**src/rtl/multicycle_main_fsm_pkg.sv**
```systemverilog
// Shared encodings for the multicycle main control FSM and its downstream alu_decoder.
// State codes are visible on the debug port, so their values are fixed.
package multicycle_main_fsm_pkg;

  typedef enum logic [3:0] {
    StFetch    = 4'd0,
    StDecode   = 4'd1,
    StMemAdr   = 4'd2,
    StMemRead  = 4'd3,
    StMemWb    = 4'd4,
    StMemWrite = 4'd5,
    StExecR    = 4'd6,
    StExecI    = 4'd7,
    StAluWb    = 4'd8,
    StBeq      = 4'd9,
    StJal      = 4'd10
  } state_e;

  localparam logic [6:0] OP_LW  = 7'b0000011;
  localparam logic [6:0] OP_SW  = 7'b0100011;
  localparam logic [6:0] OP_R   = 7'b0110011;
  localparam logic [6:0] OP_I   = 7'b0010011;
  localparam logic [6:0] OP_BEQ = 7'b1100011;
  localparam logic [6:0] OP_JAL = 7'b1101111;

  localparam logic [1:0] ALUOP_ADD   = 2'b00;
  localparam logic [1:0] ALUOP_SUB   = 2'b01;
  localparam logic [1:0] ALUOP_FUNCT = 2'b10;

  localparam logic [1:0] SRCA_PC    = 2'b00;
  localparam logic [1:0] SRCA_OLDPC = 2'b01;
  localparam logic [1:0] SRCA_RD1   = 2'b10;

  localparam logic [1:0] SRCB_RD2  = 2'b00;
  localparam logic [1:0] SRCB_IMM  = 2'b01;
  localparam logic [1:0] SRCB_FOUR = 2'b10;

  localparam logic [1:0] RES_ALUOUT    = 2'b00;
  localparam logic [1:0] RES_DATA      = 2'b01;
  localparam logic [1:0] RES_ALURESULT = 2'b10;

  function automatic logic is_legal_op(logic [6:0] op);
    return (op == OP_LW) || (op == OP_SW) || (op == OP_R) || (op == OP_I) ||
           (op == OP_BEQ) || (op == OP_JAL);
  endfunction

endpackage

```
**src/rtl/multicycle_main_fsm.sv**
```systemverilog
// Main control FSM of the multicycle core: fetch/decode/execute/memory/writeback sequencing
// with a mem_ready handshake that stretches FETCH, MEMREAD and MEMWRITE.
module multicycle_main_fsm
  import multicycle_main_fsm_pkg::*;
#(
  parameter int unsigned OP_W    = 7,
  parameter int unsigned STATE_W = 4
) (
  input  logic               clk,
  input  logic               rst,
  input  logic [OP_W-1:0]    opcode,
  input  logic               zero,
  input  logic               mem_ready,
  output logic [1:0]         ALUOp,
  output logic [1:0]         ALUSrcA,
  output logic [1:0]         ALUSrcB,
  output logic [1:0]         ResultSrc,
  output logic               AdrSrc,
  output logic               IRWrite,
  output logic               RegWrite,
  output logic               MemWrite,
  output logic               PCWrite,
  output logic               illegal_instr,
  output logic [STATE_W-1:0] state_o
);

  state_e state_q, state_d;

  always_ff @(posedge clk) begin
    if (rst) begin
      state_q <= StFetch;
    end else begin
      state_q <= state_d;
    end
  end

  always_comb begin
    state_d = state_q;
    case (state_q)
      StFetch:    if (mem_ready) state_d = StDecode;
      StDecode: begin
        case (opcode)
          OP_LW, OP_SW: state_d = StMemAdr;
          OP_R:         state_d = StExecR;
          OP_I:         state_d = StExecI;
          OP_BEQ:       state_d = StBeq;
          OP_JAL:       state_d = StJal;
          default:      state_d = StFetch;
        endcase
      end
      StMemAdr:   state_d = (opcode == OP_LW) ? StMemRead : StMemWrite;
      StMemRead:  if (mem_ready) state_d = StMemWb;
      StMemWb:    state_d = StFetch;
      StMemWrite: if (mem_ready) state_d = StFetch;
      StExecR:    state_d = StAluWb;
      StExecI:    state_d = StAluWb;
      StAluWb:    state_d = StFetch;
      StBeq:      state_d = StFetch;
      StJal:      state_d = StAluWb;
      default:    state_d = StFetch;
    endcase
  end

  always_comb begin
    ALUOp         = ALUOP_ADD;
    ALUSrcA       = SRCA_PC;
    ALUSrcB       = SRCB_RD2;
    ResultSrc     = RES_ALUOUT;
    AdrSrc        = 1'b0;
    IRWrite       = 1'b0;
    RegWrite      = 1'b0;
    MemWrite      = 1'b0;
    PCWrite       = 1'b0;
    illegal_instr = 1'b0;
    case (state_q)
      StFetch: begin
        ALUSrcB   = SRCB_FOUR;
        ResultSrc = RES_ALURESULT;
        IRWrite   = mem_ready;
        PCWrite   = mem_ready;
      end
      StDecode: begin
        // ALU precomputes the branch target OldPC + imm while the opcode is decoded.
        ALUSrcA       = SRCA_OLDPC;
        ALUSrcB       = SRCB_IMM;
        illegal_instr = ~is_legal_op(opcode);
      end
      StMemAdr: begin
        ALUSrcA = SRCA_RD1;
        ALUSrcB = SRCB_IMM;
      end
      StMemRead: begin
        AdrSrc = 1'b1;
      end
      StMemWb: begin
        ResultSrc = RES_DATA;
        RegWrite  = 1'b1;
      end
      StMemWrite: begin
        AdrSrc   = 1'b1;
        MemWrite = 1'b1;
      end
      StExecR: begin
        ALUSrcA = SRCA_RD1;
        ALUOp   = ALUOP_FUNCT;
      end
      StExecI: begin
        ALUSrcA = SRCA_RD1;
        ALUSrcB = SRCB_IMM;
        ALUOp   = ALUOP_FUNCT;
      end
      StAluWb: begin
        RegWrite = 1'b1;
      end
      StBeq: begin
        ALUSrcA = SRCA_RD1;
        ALUOp   = ALUOP_SUB;
        PCWrite = zero;
      end
      StJal: begin
        ALUSrcA = SRCA_OLDPC;
        ALUSrcB = SRCB_FOUR;
        PCWrite = 1'b1;
      end
      default: ;
    endcase
    // Reset aborts any in-flight instruction: present FETCH selects with every write disabled.
    if (rst) begin
      ALUOp         = ALUOP_ADD;
      ALUSrcA       = SRCA_PC;
      ALUSrcB       = SRCB_FOUR;
      ResultSrc     = RES_ALURESULT;
      AdrSrc        = 1'b0;
      IRWrite       = 1'b0;
      RegWrite      = 1'b0;
      MemWrite      = 1'b0;
      PCWrite       = 1'b0;
      illegal_instr = 1'b0;
    end
  end

  assign state_o = STATE_W'(state_q);

endmodule
```
**config.mk**
```make
export PLATFORM = sky130hd
export DESIGN_NAME = multicycle_main_fsm
export DESIGN_NICKNAME = d
export VERILOG_FILES = /design/src/rtl/multicycle_main_fsm_pkg.sv /design/src/rtl/multicycle_main_fsm.sv
export SDC_FILE = /design/constraint.sdc
export NUM_CORES = 1
export LEC_CHECK = 0
export ABC_AREA = 0
export CAP_MARGIN = 40
export CORE_UTILIZATION = 35
export DETAILED_ROUTE_END_ITERATION = 6
export PLACE_DENSITY = 0.75
export SYNTH_ARGS = -nofsm -noshare
export SYNTH_HDL_FRONTEND = slang
export SYNTH_SLANG_ARGS = --single-unit
```
**constraint.sdc**
```tcl
create_clock -name clk -period 1.2 [get_ports clk]
set_input_delay 0.12 -clock clk [delete_from_list [all_inputs] [get_ports clk]]
set_output_delay 0.12 -clock clk [all_outputs]
set_load 0.1 [all_outputs]
```
==> results.md, run 1 <==
* GPL Wtd Cong at about 0.89
* Ports at 29
* Cts bufs inserted at 3
* Synth Cell Area at approximately 600 um2
* Die Height at about 43 um
* Htree depth at 1
* CTS sink cnt at 4
* Post-Synthesis Cells at 83
* Top cell type by total area after synthesis: dfxtp_1
* Initial cell density of the core at a little under 40%
* Synth Register Bits at 4
* Synth unique cells at 37
* Post-cts sizing count at 27
* Failing step: 4_1_cts
* Root Driver: clkbuf_4
* Synth top area share at approximately 13%
* Status: aborted with a tool error
* Warnings from Yosys at 0
* Largest cells by area after synthesis: dfxtp_1 (13%), nor3_1 (6.7%), nand2b_1 (6.3%)
* Post CTS Setup Buffer Count at 5
* Die width at 43.3 um
* HPWL after DPL at 2540 um
* Dpl ws at -0.496 ns
* Buffers on Ports at 28
* Sequential-to-total area share from yosys stat at between 10% and 20%
* Avg Cell Area, Syn at between 7 and 8 um2
* Err: [ERROR DPL-0038] Utilization greater than 100%, impossible to legalize
* Post-synth EDFFs at 0
* CTS Hold Buffers Added at 0
* Syn_nets at 94
* Main synth FF type: dfxtp_1
* Clk buf depth at 2
* Async set-or-reset flop fraction in the synthesized netlist at 0%
* Core Rows at 14
## synth_stat cells, drive strengths merged (3+ instances only)
| cell | instances |
|---|---|
| dfxtp | 4 |
| nand2 | 4 |
| nand2b | 8 |
| o21ai | 8 |
| buf | 5 |
| nor2 | 7 |
| a21oi | 3 |
| nor2b | 3 |
| nor3 | 9 |
## cells by family after synthesis
group,synth area share [%]
AO/OA/AOI/OAI,27.5
XOR/XNOR,4.41
buffers and inverters,7.56
flip-flops,13.4
multiplexers,3.36
AND/OR/NAND/NOR,43.7
## stage by stage
stage          instances  TNS [ns]  hold slack [ns]  area, um2
2_1_floorplan         83    -10.73            0.312        801
3_3_place_gp         152     -3.54            0.719       1460
3_5_place_dp         152     -4.93            0.773       1460
==> run 2: changes to the inputs <==
--- a/config.mk
+++ b/config.mk
@@ -7,9 +7,10 @@
 export LEC_CHECK = 0
 export ABC_AREA = 0
 export CAP_MARGIN = 40
-export CORE_UTILIZATION = 35
+export CORE_AREA = 2 2 63 65
 export DETAILED_ROUTE_END_ITERATION = 6
-export PLACE_DENSITY = 0.75
+export DIE_AREA = 0 0 65 67
+export PLACE_DENSITY_LB_ADDON = 0.15
 export SYNTH_ARGS = -nofsm -noshare
 export SYNTH_HDL_FRONTEND = slang
 export SYNTH_SLANG_ARGS = --single-unit
==> constraint.sdc (replaced) <==
create_clock -name clk -period 1.56 [get_ports clk]
set_input_delay 0.156 -clock clk [delete_from_list [all_inputs] [get_ports clk]]
set_output_delay 0.156 -clock clk [all_outputs]
set_load 0.1 [all_outputs]
==> run 2 against run 1 <==
  * The flow now finishes, with violations (negative setup slack)
  * Synthesized cell count is the same
  * Area after synthesis is the same
==> results.md, run 2 <==
* Status: complete, but fails checks
* Failing checks: negative setup slack
* Worst Tran Pin Value at 0.313 ns
* CTS sink cnt at 4
* HPWL after DPL at approximately 1700 um
* Pwr per Cell Area at 405 nW/um2
* GPL Wtd Cong at 0.758
* Worst-path clk slew at 0.03 ns
* Area growth, synth to finish at 171%
* Crit share post-route at 100%
* Slew Viols, Final at 0
* Die area at 4360 um2
* Layout cell share with drive strength beyond 1 at 62.7%
* Synth unique cells at 37
* Main synth FF type: dfxtp_1
* Synth Cell Area at 596 um2
* Die width at 65 um
* Tot GR Track Use at 11.3%
* Total gr overflow at 0
* Leakage at 0.634 nW
* Final hold slack at roughly 0.50 ns
* Vias in the first global route at ~880
* Root Driver: clkbuf_8
* Post-synth EDFFs at 0
* Post-Synthesis Cells at 83
* Core area at 3610 um2
* DRC Markers at 0
* Ports at 29
* Hold Path Class: input port to register
* Initial antenna violation count at 0
* Delay of the slowest critical-path stage at 0.36 ns
* Most common cell in the netlist: nor3_1
* Htree depth at 1
* Skew final at 0.00629 ns
* Largest cells by area after synthesis: dfxtp_1 (13%), nor3_1 (6.7%), nand2b_1 (6.3%)
* Avg Cell Area, Syn at about 7.2 um2
* Slew margin rel. at 79.1%
* Buffers on Ports at 28
* Routed WL per cell at 11.8 um
* CTS tree: done
* FF-to-FF Start: state_o[1]
* Worst vdd ir at between 200 and 250 uV
* Number of fillers in the final layout at 337
* Synth top area share at 13.4%
* Worst setup margin at -0.00372 ns
* Minimum clock period at 1.56 ns
* Max Freq at between 600 and 700 MHz
* Iter 0 DRT Violations at 19
* Largest net degree at the start of global routing at 10
* Warnings from Yosys at 0
* Mean number of vias per cell at 4.49
* Async set-or-reset flop fraction in the synthesized netlist at 0%
* # setup viols final at 1
* Min-delay src: opcode[3]
* Post-DRT Antenna Nets at 0
* First-pass GRT wire length at just under 4000 um
* Max FO, Critical Path at 7
* Critical path startpoint category: register
* CP Data Required Time at 1.40 ns
* Cts bufs inserted at 3
* Critical-path cell list: nand2b_4 > nor3_4 > nor4b_4 > buf_12
* Clk buf depth at 2
* Worst Path Arrival at 1.41 ns
* Sequential-to-total area share from yosys stat at 13.4%
* Crit path kind: register to output port
* RSZ-0062 raised after global routing: true
* Initial cell density of the core at 16.5%
* Drt total wl at 2240 um
* Max FFs per register at 4
* Synth Register Bits at 4
* Diode count at 0
* Syn_nets at 94
* Pre-antenna DRT Iters at 4
* Setup crit end kind: output port
* Top cell type by total area after synthesis: dfxtp_1
* Die Height at 67 um
* Slowest stage cell, crit path: dfxtp_4
* Leading cell type in the layout, fill and taps excluded: buf_4
* Critical path launch point: state_o[3]
* Setup TNS at -0.00372 ns
* Fin. Hold Viols at 0
* Maxcap violations at 0
* Worst-Skew Late Latency at 0.22 ns
* List of most frequent post-synthesis cells: nor3_1 (8), nor2_1 (7), nand2b_1 (6), o21ai_0 (6)
* Core Rows at 22
* Vias at about 850
* Commonest non-fill, non-tap cells in the layout: buf_4 (29), buf_12 (20), dlygate4sd2_1 (6)
* Final nets at 155
run 2: cell counts after synthesis:
No cell type changed its count.
run 2: worst paths after layout:
check / to / slack (ns) / cells after the start
max reg2reg: state_o[0] / 0.18 / 6
min: state_o[1] / 0.50 / 5
max: illegal_instr / -0.004 / 4
min reg2reg: state_o[2] / 0.64 / 3
run 2: worst max-delay path: cells and delay by family (launching register included):
| kind | cells | cell delay [ns] |
|---|---|---|
| buffers and inverters | 1 | 0.21 |
| DFF | 1 | 0.36 |
| and+or+nand+nor | 3 | 0.62 |
run 2: kinds of logic after synthesis:
family,synth area share [%]
AND/OR/NAND/NOR,43.7
AO/OA/AOI/OAI,27.5
buffers and inverters,7.56
flip-flops,13.4
XOR/XNOR,4.41
multiplexers,3.36
run 2: stage by stage:
step,setup slack (ns),total power [W],instances,util (%),cell area (um2)
finish,-0.00372,0.000654,190,44.8,1620
global route,-0.0829,0.000687,190,44.8,1620
CTS,-0.00854,0.000654,189,44.1,1590
detailed placement,-0.142,0.000414,172,39.0,1410
global placement,-0.134,0.000412,172,39.0,1410
floorplan,-0.606,0.000287,83,-,797
run 2: layout make-up:
type	instances	area (um2)	area share [%]
Clock buffer	3	41.3	2.56
Inverter	2	7.51	0.465
Multi-Input combinational cell	71	667	41.3
Sequential cell	4	95.1	5.89
Tap cell	48	60.1	3.72
Timing Repair Buffer	62	744	46.1
run 2: power breakdown:
group	switching, W	internal [W]
combinational	0.000179	0.000145
clock	0.0000592	0.000165
sequential	0.00000663	0.000100
run 2: metal layers:
| layer | vias up | GRT usage (%) | share of wire (%) |
|---|---|---|---|
| li1 | 428 | - | - |
| met1 | 389 | 13.1 | 41 |
| met2 | 33 | 20.1 | 52 |
| met3 | 4 | 2.87 | 5.6 |
| met4 | 0 | 3.99 | 1.2 |
| met5 | - | 0 | 0 |
run 2: repair_timing:
item,in CTS,in global routing
setup buffers,15,1
hold buffers,0,0
gates resized for setup,11,5
endpoints found under the setup margin,7,10
pin swaps,6,7
endpoints found under the hold margin,0,0
Note: power is estimated with default switching activity, not from simulation.
==> run 3: changes to the inputs <==
--- a/config.mk
+++ b/config.mk
@@ -8,6 +8,7 @@
 export ABC_AREA = 0
 export CAP_MARGIN = 40
 export CORE_AREA = 2 2 63 65
+export CTS_CLUSTER_DIAMETER = 100
 export DETAILED_ROUTE_END_ITERATION = 6
 export DIE_AREA = 0 0 65 67
 export PLACE_DENSITY_LB_ADDON = 0.15
==> results of run 3 <==
The final DEF is identical to that of run 2; final timing and power are the same.
